<file path="src/rtl/mmio_fxmul_if.sv">
// CPU data-bus slice seen by the fixed-point multiply coprocessor.
// The CPU drives the address, store data and strobe; the block returns read data, hit and busy.
interface mmio_fxmul_if;
  logic [31:0] memaddr;
  logic [31:0] writedata;
  logic        f_memwrite;
  logic [31:0] rdata;
  logic        sel;
  logic        busy;

  modport master (output memaddr, writedata, f_memwrite, input rdata, sel, busy);
  modport slave  (input memaddr, writedata, f_memwrite, output rdata, sel, busy);
endinterface

</file>
<file path="src/rtl/mmio_fxmul.sv">
// Memory-mapped signed Q(32-FRAC).FRAC multiplier with saturation.
// Uses a 32-step shift-add datapath, so each operation takes 33 cycles from start to result.
module mmio_fxmul #(
  parameter logic [31:0] BASE = 32'h0000_4000,
  parameter int          FRAC = 28
) (
  input logic        clk,
  input logic        rst,
  mmio_fxmul_if.slave bus
);

  typedef enum logic [1:0] {S_IDLE, S_RUN, S_FINISH} state_t;

  state_t      r_state, w_state_nx;
  logic [31:0] r_opa, r_opb, r_result;
  logic [63:0] r_acc;
  logic [31:0] r_mcand, r_mplier;
  logic [4:0]  r_cnt;
  logic        r_sign, r_done, r_ovf;

  logic        w_sel, w_wr, w_wr_opa, w_wr_opb, w_wr_ctrl;
  logic        w_start, w_clr, w_busy;
  logic [31:0] w_abs_a, w_abs_b;
  logic [63:0] w_p, w_q;
  logic        w_fits;
  logic        w_unused_addr;

  assign w_sel     = (bus.memaddr[31:4] == BASE[31:4]);
  assign w_wr      = bus.f_memwrite & w_sel;
  assign w_wr_opa  = w_wr & (bus.memaddr[3:2] == 2'd0);
  assign w_wr_opb  = w_wr & (bus.memaddr[3:2] == 2'd1);
  assign w_wr_ctrl = w_wr & (bus.memaddr[3:2] == 2'd2);
  assign w_start   = w_wr_ctrl & bus.writedata[0] & (r_state == S_IDLE);
  assign w_clr     = w_wr_ctrl & bus.writedata[1];
  assign w_busy    = (r_state != S_IDLE);
  assign w_unused_addr = ^bus.memaddr[1:0];

  // Two's-complement negate gives 2^31 for 32'h8000_0000, which is correct as unsigned.
  assign w_abs_a = r_opa[31] ? (~r_opa + 32'd1) : r_opa;
  assign w_abs_b = r_opb[31] ? (~r_opb + 32'd1) : r_opb;

  assign w_p    = r_sign ? (~r_acc + 64'd1) : r_acc;
  assign w_q    = $signed(w_p) >>> FRAC;
  assign w_fits = (w_q[63:31] == {33{w_q[31]}});

  always_ff @(posedge clk or negedge rst) begin
    if (!rst) r_state <= S_IDLE;
    else      r_state <= w_state_nx;
  end

  always_comb begin
    w_state_nx = r_state;
    case (r_state)
      S_IDLE:   if (w_start) w_state_nx = S_RUN;
      S_RUN:    if (r_cnt == 5'd31) w_state_nx = S_FINISH;
      S_FINISH: w_state_nx = S_IDLE;
      default:  w_state_nx = S_IDLE;
    endcase
  end

  always_ff @(posedge clk or negedge rst) begin
    if (!rst) begin
      r_opa    <= '0;
      r_opb    <= '0;
      r_result <= '0;
      r_acc    <= '0;
      r_mcand  <= '0;
      r_mplier <= '0;
      r_cnt    <= '0;
      r_sign   <= 1'b0;
      r_done   <= 1'b0;
      r_ovf    <= 1'b0;
    end else begin
      if (w_wr_opa) r_opa <= bus.writedata;
      if (w_wr_opb) r_opb <= bus.writedata;
      if (w_clr)    r_done <= 1'b0;
      case (r_state)
        S_IDLE: if (w_start) begin
          r_mcand  <= w_abs_a;
          r_mplier <= w_abs_b;
          r_sign   <= r_opa[31] ^ r_opb[31];
          r_acc    <= '0;
          r_cnt    <= '0;
          r_done   <= 1'b0;
          r_ovf    <= 1'b0;
        end
        S_RUN: begin
          if (r_mplier[0]) r_acc <= r_acc + ({32'd0, r_mcand} << r_cnt);
          r_mplier <= r_mplier >> 1;
          r_cnt    <= r_cnt + 5'd1;
        end
        S_FINISH: begin
          if (w_fits) begin
            r_result <= w_q[31:0];
            r_ovf    <= 1'b0;
          end else begin
            r_result <= w_q[63] ? 32'h8000_0000 : 32'h7FFF_FFFF;
            r_ovf    <= 1'b1;
          end
          r_done <= 1'b1;
        end
        default: ;
      endcase
    end
  end

  // Combinational read path so a load completes in the same cycle as its address.
  always_comb begin
    bus.rdata = '0;
    if (w_sel) begin
      case (bus.memaddr[3:2])
        2'd0: bus.rdata = r_opa;
        2'd1: bus.rdata = r_opb;
        2'd2: bus.rdata = {29'd0, r_ovf, r_done, w_busy};
        default: bus.rdata = r_result;
      endcase
    end
  end

  assign bus.sel  = w_sel;
  assign bus.busy = w_busy;

endmodule
</file>
<file path="src/flat_wrapper.sv">
// flat-port wrapper written by rule: the top's interface ports become plain ports
module mmio_fxmul_flat 
#(
  parameter logic [31:0] BASE = 32'h0000_4000,
  parameter int          FRAC = 28
)
  (clk, rst, bus_memaddr, bus_writedata, bus_f_memwrite, bus_rdata, bus_sel, bus_busy);
  mmio_fxmul_if bus_i ();
  input logic clk;
  input logic rst;
  input wire logic [$bits(bus_i.memaddr)-1:0] bus_memaddr;
  input wire logic [$bits(bus_i.writedata)-1:0] bus_writedata;
  input wire logic [$bits(bus_i.f_memwrite)-1:0] bus_f_memwrite;
  output wire logic [$bits(bus_i.rdata)-1:0] bus_rdata;
  output wire logic [$bits(bus_i.sel)-1:0] bus_sel;
  output wire logic [$bits(bus_i.busy)-1:0] bus_busy;
  assign bus_i.memaddr = bus_memaddr;
  assign bus_i.writedata = bus_writedata;
  assign bus_i.f_memwrite = bus_f_memwrite;
  assign bus_rdata = bus_i.rdata;
  assign bus_sel = bus_i.sel;
  assign bus_busy = bus_i.busy;
  mmio_fxmul #(.BASE(BASE), .FRAC(FRAC)) u_core (.clk(clk), .rst(rst), .bus(bus_i));
endmodule
</file>
<file path="config.mk">
export PLATFORM = sky130hd
export DESIGN_NAME = mmio_fxmul_flat
export DESIGN_NICKNAME = d
export VERILOG_FILES = /design/src/rtl/mmio_fxmul_if.sv /design/src/rtl/mmio_fxmul.sv /design/src/flat_wrapper.sv
export SDC_FILE = /design/constraint.sdc
export NUM_CORES = 1
export LEC_CHECK = 0
export ABC_AREA = 0
export CORE_ASPECT_RATIO = 1.5
export CORE_UTILIZATION = 40
export DETAILED_ROUTE_END_ITERATION = 16
export PLACE_DENSITY = 0.62
export SLEW_MARGIN = 20
export SYNTH_ARGS = -nofsm -noshare
export SYNTH_HDL_FRONTEND = slang
export SYNTH_SLANG_ARGS = --single-unit
</file>
<file path="constraint.sdc">
create_clock -name clk -period 5.33 [get_ports clk]
set_input_delay 1.066 -clock clk [delete_from_list [all_inputs] [get_ports clk]]
set_output_delay 1.066 -clock clk [all_outputs]
set_load 0.02 [all_outputs]
</file>
### Word level (Yosys, flattened, before mapping)

Cells that the tools add are included.

| word-level totals | value |
|---|---|
| register bits after elaboration | 234 |
| logic and storage cells | 71 |

| operators by class | value |
|---|---|
| $add $sub $neg | 5 |
| eq/ne operators | 10 |
| shift-type cells | 1 |
| muxes and demuxes | 23 |
| bitwise logic cells | 11 |
| reductions and logical operators | 10 |

Operators with widths:

| operator | count |
|---|---|
| two-way mux 32 bit | 6 |
| two-way mux 64 bit | 3 |
| case mux 64 bit (2 select lines) | 1 |
| case mux 32 bit (3 select lines) | 1 |
| adder 32 x 1 -> 32 bit, second input constant | 2 |
| adder 64 x 1 -> 64 bit, second input constant | 1 |
| adder 64 bit | 1 |
| inverter 32 bit | 2 |
| inverter 64 bit | 1 |
| case mux 32 bit (2 select lines) | 1 |
| << shifter 32 x 5 -> 64 bit | 1 |
| == test 32 bit | 1 |
| == test 28 x 11 -> 1 bit, second input constant | 1 |
| case mux 5 bit (2 select lines) | 1 |
| AND reduction 2 bit | 4 |
| AND 1 bit | 7 |
| != test 2 x 1 -> 1 bit, second input constant | 3 |
| nonzero test 2 bit | 3 |
| adder 5 x 1 -> 5 bit, second input constant | 1 |
| == test 5 bit, second input constant | 1 |
| two-way mux 5 bit | 1 |
| == test 2 x 1 -> 1 bit, second input constant | 2 |
| == test 2 bit, second input constant | 2 |
| logical NOT 2 bit | 2 |
| other kinds (6) | 11 |

### Depth between registers and ports, before layout

| depth | value |
|---|---|
| depth in word-level cells | 7 |
| gate-level depth with buffers | 22 |
| mapped depth without buffers | 19 |

### Worst setup path before layout

Ideal clock, no wire load.

| path | value |
|---|---|
| kind | reg-to-reg |
| start point | register u_core.r_cnt[0] |
| end point | register u_core.r_acc[57] |
| setup time | 0.127 ns |
| arrival time | 4.650 ns |
| slack | 0.554 ns |
| stages on the path, launching flop included | 19 |
| path buffers | 3 |
| clock period less this slack | 4.776 ns |
| cells stage by stage | dfrtp_1 -> clkbuf_1 -> buf_1 -> mux4_2 -> mux2_2 -> o21ai_0 -> mux2i_1 -> ha_1 -> clkbuf_1 -> nand4_1 -> nor3_1 -> o21ai_0 -> o21ai_0 -> a41oi_1 -> o21a_1 -> o41a_1 -> o21bai_1 -> mux2i_1 -> nand3_1 |

| on the way | value |
|---|---|
| cells in the longest elaborated chain, start to end | 4 |

Ends and longest elaborated chain:

| item | RTL line | RTL |
|---|---|---|
| start, declared | mmio_fxmul.sv:18 | `logic [4:0] r_cnt;` |
| start signal, assigned | mmio_fxmul.sv:90 | `r_cnt <= r_cnt + 5'd1;` |
| << shifter 32 x 5 -> 64 bit | mmio_fxmul.sv:88 | `if (r_mplier[0]) r_acc <= r_acc + ({32'd0, r_mcand} << r_cnt);` |
| adder 64 bit | mmio_fxmul.sv:88 |  |
| two-way mux 64 bit | mmio_fxmul.sv:88 |  |
| case mux 64 bit (2 select lines) | mmio_fxmul.sv:77 | `case (r_state)` |
| end signal, assigned | mmio_fxmul.sv:88 |  |
| end, declared | mmio_fxmul.sv:16 | `logic [63:0] r_acc;` |

No other way between the ends. The select of a mux whose other input is x is not followed.
A chain may end at the register's enable or synchronous reset.

### Final worst setup path

| path | value |
|---|---|
| start point | register u_core.r_cnt[0] |
| end point | register u_core.r_acc[53] |

The elaborated chain is that of the path after synthesis.

==> reports/metrics.yaml <==
outcome: "completed"
drt_iter0_markers: 967
cts.clk_slew.worst_paths_ps: 60
final_util_pct: 46.3
final_hold_viol_count: 0
postSynthAreaPerCell_um2: 8.64
rows: 93
post_cts_buffers: 0
setup-tns-final_ps: 0
rsz0062_at_grt: "no"
drv_slew: 0
crit_fanout: 26
setup.worst_path.class: "flip-flop to flip-flop"
seq_area_frac_synth_pct: 33.7
place_hpwl_um: 43500
io_buffers: 98
nNetsFinal: 2186
drive_gt1_share_pct: 10.8
syn2layout_area_growth_pct: 14.4
core_mm2: 0.0429
dp_slack_ps: 237
synth_nets: 2146
syn_area_mm2: 0.0174
htreeDepth: 1
clk_path_buf_depth: 3
antenna_found_initial: 0
synth_edf_count: 0
hold_path_class: "flip-flop to flip-flop"
drv_cap: 0
ioPinCount: 101
cts_hold_buf: 0
setup_violations: 0
place_congestion: 0.987
cts_tree: "built"
grt_max_degree: 97
grt_overflow_total: 0
p_leak_nw: 9.20
drtPass1Iterations: 5
worstPathArrival_ps: 5410
cts_sinks: 234
worst_pin_slew_ps: 1070
grt_pass1_wl_um: 87400
die-area_mm2: 0.0443
clk_latency_ps: 550
cp.required_ps: 5740
finalWorstSetupSlack_ps: 332
dieWidth_um: 172
max-vdd-ir-drop_mv: 0.212
ys_ff_latch: 234
powerDensity_mw_per_mm2: 194
diodes: 0
wirelength_um: 56600
synth_cells: 2011
initial_core_util_pct: 40.5
ys_types: 68
route.detailed.drc: 0
skew_ps: 9.20
post-route-min-period_ps: 5000
clock.fmax_mhz: 200
vias: 15300
synth_ff_type: "dfrtp_1"
cts_resized: 0
final_antenna_net_count: 0
wl_per_cell_um: 21.4
relSlewSlack_pct: 27.8
endpoint_kind: "flip-flop"
cts_root_buf: "clkbuf_16"
cts_buffers: 26
start_kind: "flip-flop"
vias_per_cell: 5.80
die_h_um: 257
grt_pass1_vias: 15100
synth_async_sr_flop_share_pct: 100
ys_warn_count: 0
grt_usage_pct: 25.8
fin_crit_sh_pct: 93.8
## placed cells by master, fill, tap and decap left out, types with 7 or more instances in the layout
| cell type | Yosys | final |
|---|---|---|
| a21oi_1 | 130 | 130 |
| nor4_1 | 22 | 22 |
| or2_2 | 8 | 7 |
| a221o_1 | 15 | 15 |
| o22ai_1 | 17 | 17 |
| o41ai_1 | 11 | 11 |
| or3_1 | 17 | 17 |
| nand3_1 | 72 | 72 |
| buf_4 | 0 | 46 |
| mux4_2 | 23 | 23 |
| a22oi_1 | 17 | 17 |
| clkdlybuf4s50_1 | 0 | 96 |
| a21o_1 | 46 | 46 |
| clkbuf_16 | 0 | 27 |
| o211ai_1 | 8 | 8 |
| clkbuf_1 | 115 | 8 |
| xnor2_1 | 34 | 34 |
| or4_1 | 15 | 15 |
| o21bai_1 | 12 | 12 |
| o31ai_1 | 28 | 28 |
| xor2_1 | 113 | 113 |
| ha_1 | 67 | 67 |
| a31oi_1 | 11 | 10 |
| a22o_1 | 31 | 31 |
| mux2_2 | 80 | 80 |
| inv_1 | 30 | 30 |
| mux2i_1 | 78 | 78 |
| nor2_1 | 170 | 168 |
| nand2b_1 | 18 | 18 |
| o21a_1 | 11 | 11 |
| o21ai_0 | 213 | 213 |
| nand4_1 | 31 | 31 |
| dfrtp_1 | 234 | 231 |
| nand2_1 | 220 | 219 |
| and2_1 | 9 | 9 |
| nor3_1 | 20 | 19 |
## layer usage
layer / vias to the layer above / GRT usage [%] / wire length [um]
met5: - / 0 / 0
met4: 0 / 14.3 / 3500
met3: 124 / 2.18 / 1910
met2: 382 / 46.0 / 28800
met1: 7429 / 29.9 / 22500
li1: 7392 / - / -
## Yosys cell counts (9+ instances only)
cell | number | area [um^2]
a21o_1 | 46 | 345
a21oi_1 | 130 | 651
a221o_1 | 15 | 150
a22o_1 | 31 | 272
a22oi_1 | 17 | 128
a31oi_1 | 11 | 68.8
and2_1 | 9 | 56.3
buf_1 | 14 | 52.6
clkbuf_1 | 115 | 432
dfrtp_1 | 234 | 5860
ha_1 | 67 | 838
inv_1 | 30 | 113
mux2_2 | 80 | 901
mux2i_1 | 78 | 781
mux4_2 | 23 | 518
nand2_1 | 220 | 826
nand2b_1 | 18 | 113
nand3_1 | 72 | 360
nand4_1 | 31 | 194
nor2_1 | 170 | 638
nor3_1 | 20 | 100
nor4_1 | 22 | 138
o21a_1 | 11 | 82.6
o21ai_0 | 213 | 1070
o21bai_1 | 12 | 90.1
o22ai_1 | 17 | 106
o31ai_1 | 28 | 210
o41ai_1 | 11 | 96.3
or3_1 | 17 | 106
or4_1 | 15 | 113
xnor2_1 | 34 | 298
xor2_1 | 113 | 990
## where the power goes
part | leakage, nW | internal (W) | switching (W)
logic | 6.02 | 0.0000562 | 0.0000690
registers | 2.74 | 0.00178 | 0.0000000000779
clock network | 0.440 | 0.00118 | 0.000771
total | 9.20 | 0.00301 | 0.000840
## stage by stage
stage	total power [W]	hold WS [ps]	cell area, um^2	cells
2_1_floorplan	0.00184	450	17400	2011
3_3_place_gp	0.00193	476	18900	2589
3_5_place_dp	0.00194	490	18900	2589
4_1_cts	0.00390	504	19900	2637
5_1_grt	0.00396	525	19900	2641
6_report	0.00385	490	19900	2641
## cell type report
| class | count | area [um^2] |
|---|---|---|
| Fill cell | 4165 | 23000 |
| Multi-Input combinational cell | 1609 | 10900 |
| Sequential cell | 234 | 5860 |
| Timing Repair Buffer | 147 | 1390 |
| Clock buffer | 39 | 761 |
| Tap cell | 570 | 713 |
| Clock inverter | 9 | 154 |
| Inverter | 33 | 124 |
## worst max-delay path, stage by stage (launching register included)
cell	delay, ps
dfrtp_2	430
buf_12	210
buf_4	150
mux4_2	510
mux2i_1	240
mux2_2	250
o22ai_1	100
ha_1	400
nand2_1	130
o21ai_0	160
a2111oi_0	670
o21ai_0	200
a41oi_1	330
o21a_1	290
o41a_1	310
o21bai_1	210
xnor2_1	180
o21ai_0	90
## worst paths after layout
| kind | endpoint | from | slack (ps) | cells past startpoint |
|---|---|---|---|---|
| max in group asynchronous | u_core.r_mplier[6] | rst | 3590 | 2 |
| max reg2reg | u_core.r_acc[53] | u_core.r_cnt[0] | 330 | 17 |
| max | u_core.r_acc[53] | u_core.r_cnt[0] | 330 | 17 |
| min in group asynchronous | u_core.r_mplier[27] | rst | 510 | 1 |
| min | u_core.r_mplier[22] | u_core.r_mplier[23] | 490 | 2 |
| min reg2reg | u_core.r_mplier[22] | u_core.r_mplier[23] | 490 | 2 |
## registers in the layout, indices dropped and copies added (netlist names)
register and cells:
u_core.r_mplier 32, u_core.r_opa 32, u_core.r_opb 32, u_core.r_mcand 32
u_core.r_cnt 5, u_core.r_state 2, u_core.r_result 32, u_core.r_done 1
u_core.r_ovf 1, u_core.r_acc 64, u_core.r_sign 1
## logic make-up after synthesis
family,Yosys count,synth area share (%)
buffers and inverters,168,3.81
AO/OA/AOI/OAI,582,20.7
flip-flops,234,33.7
multiplexers,181,12.7
XOR/XNOR,147,7.41
AND/OR/NAND/NOR,631,16.8
adder cells (fa/ha/maj),68,4.94
No activity file was read; power rests on OpenSTA's default activity.
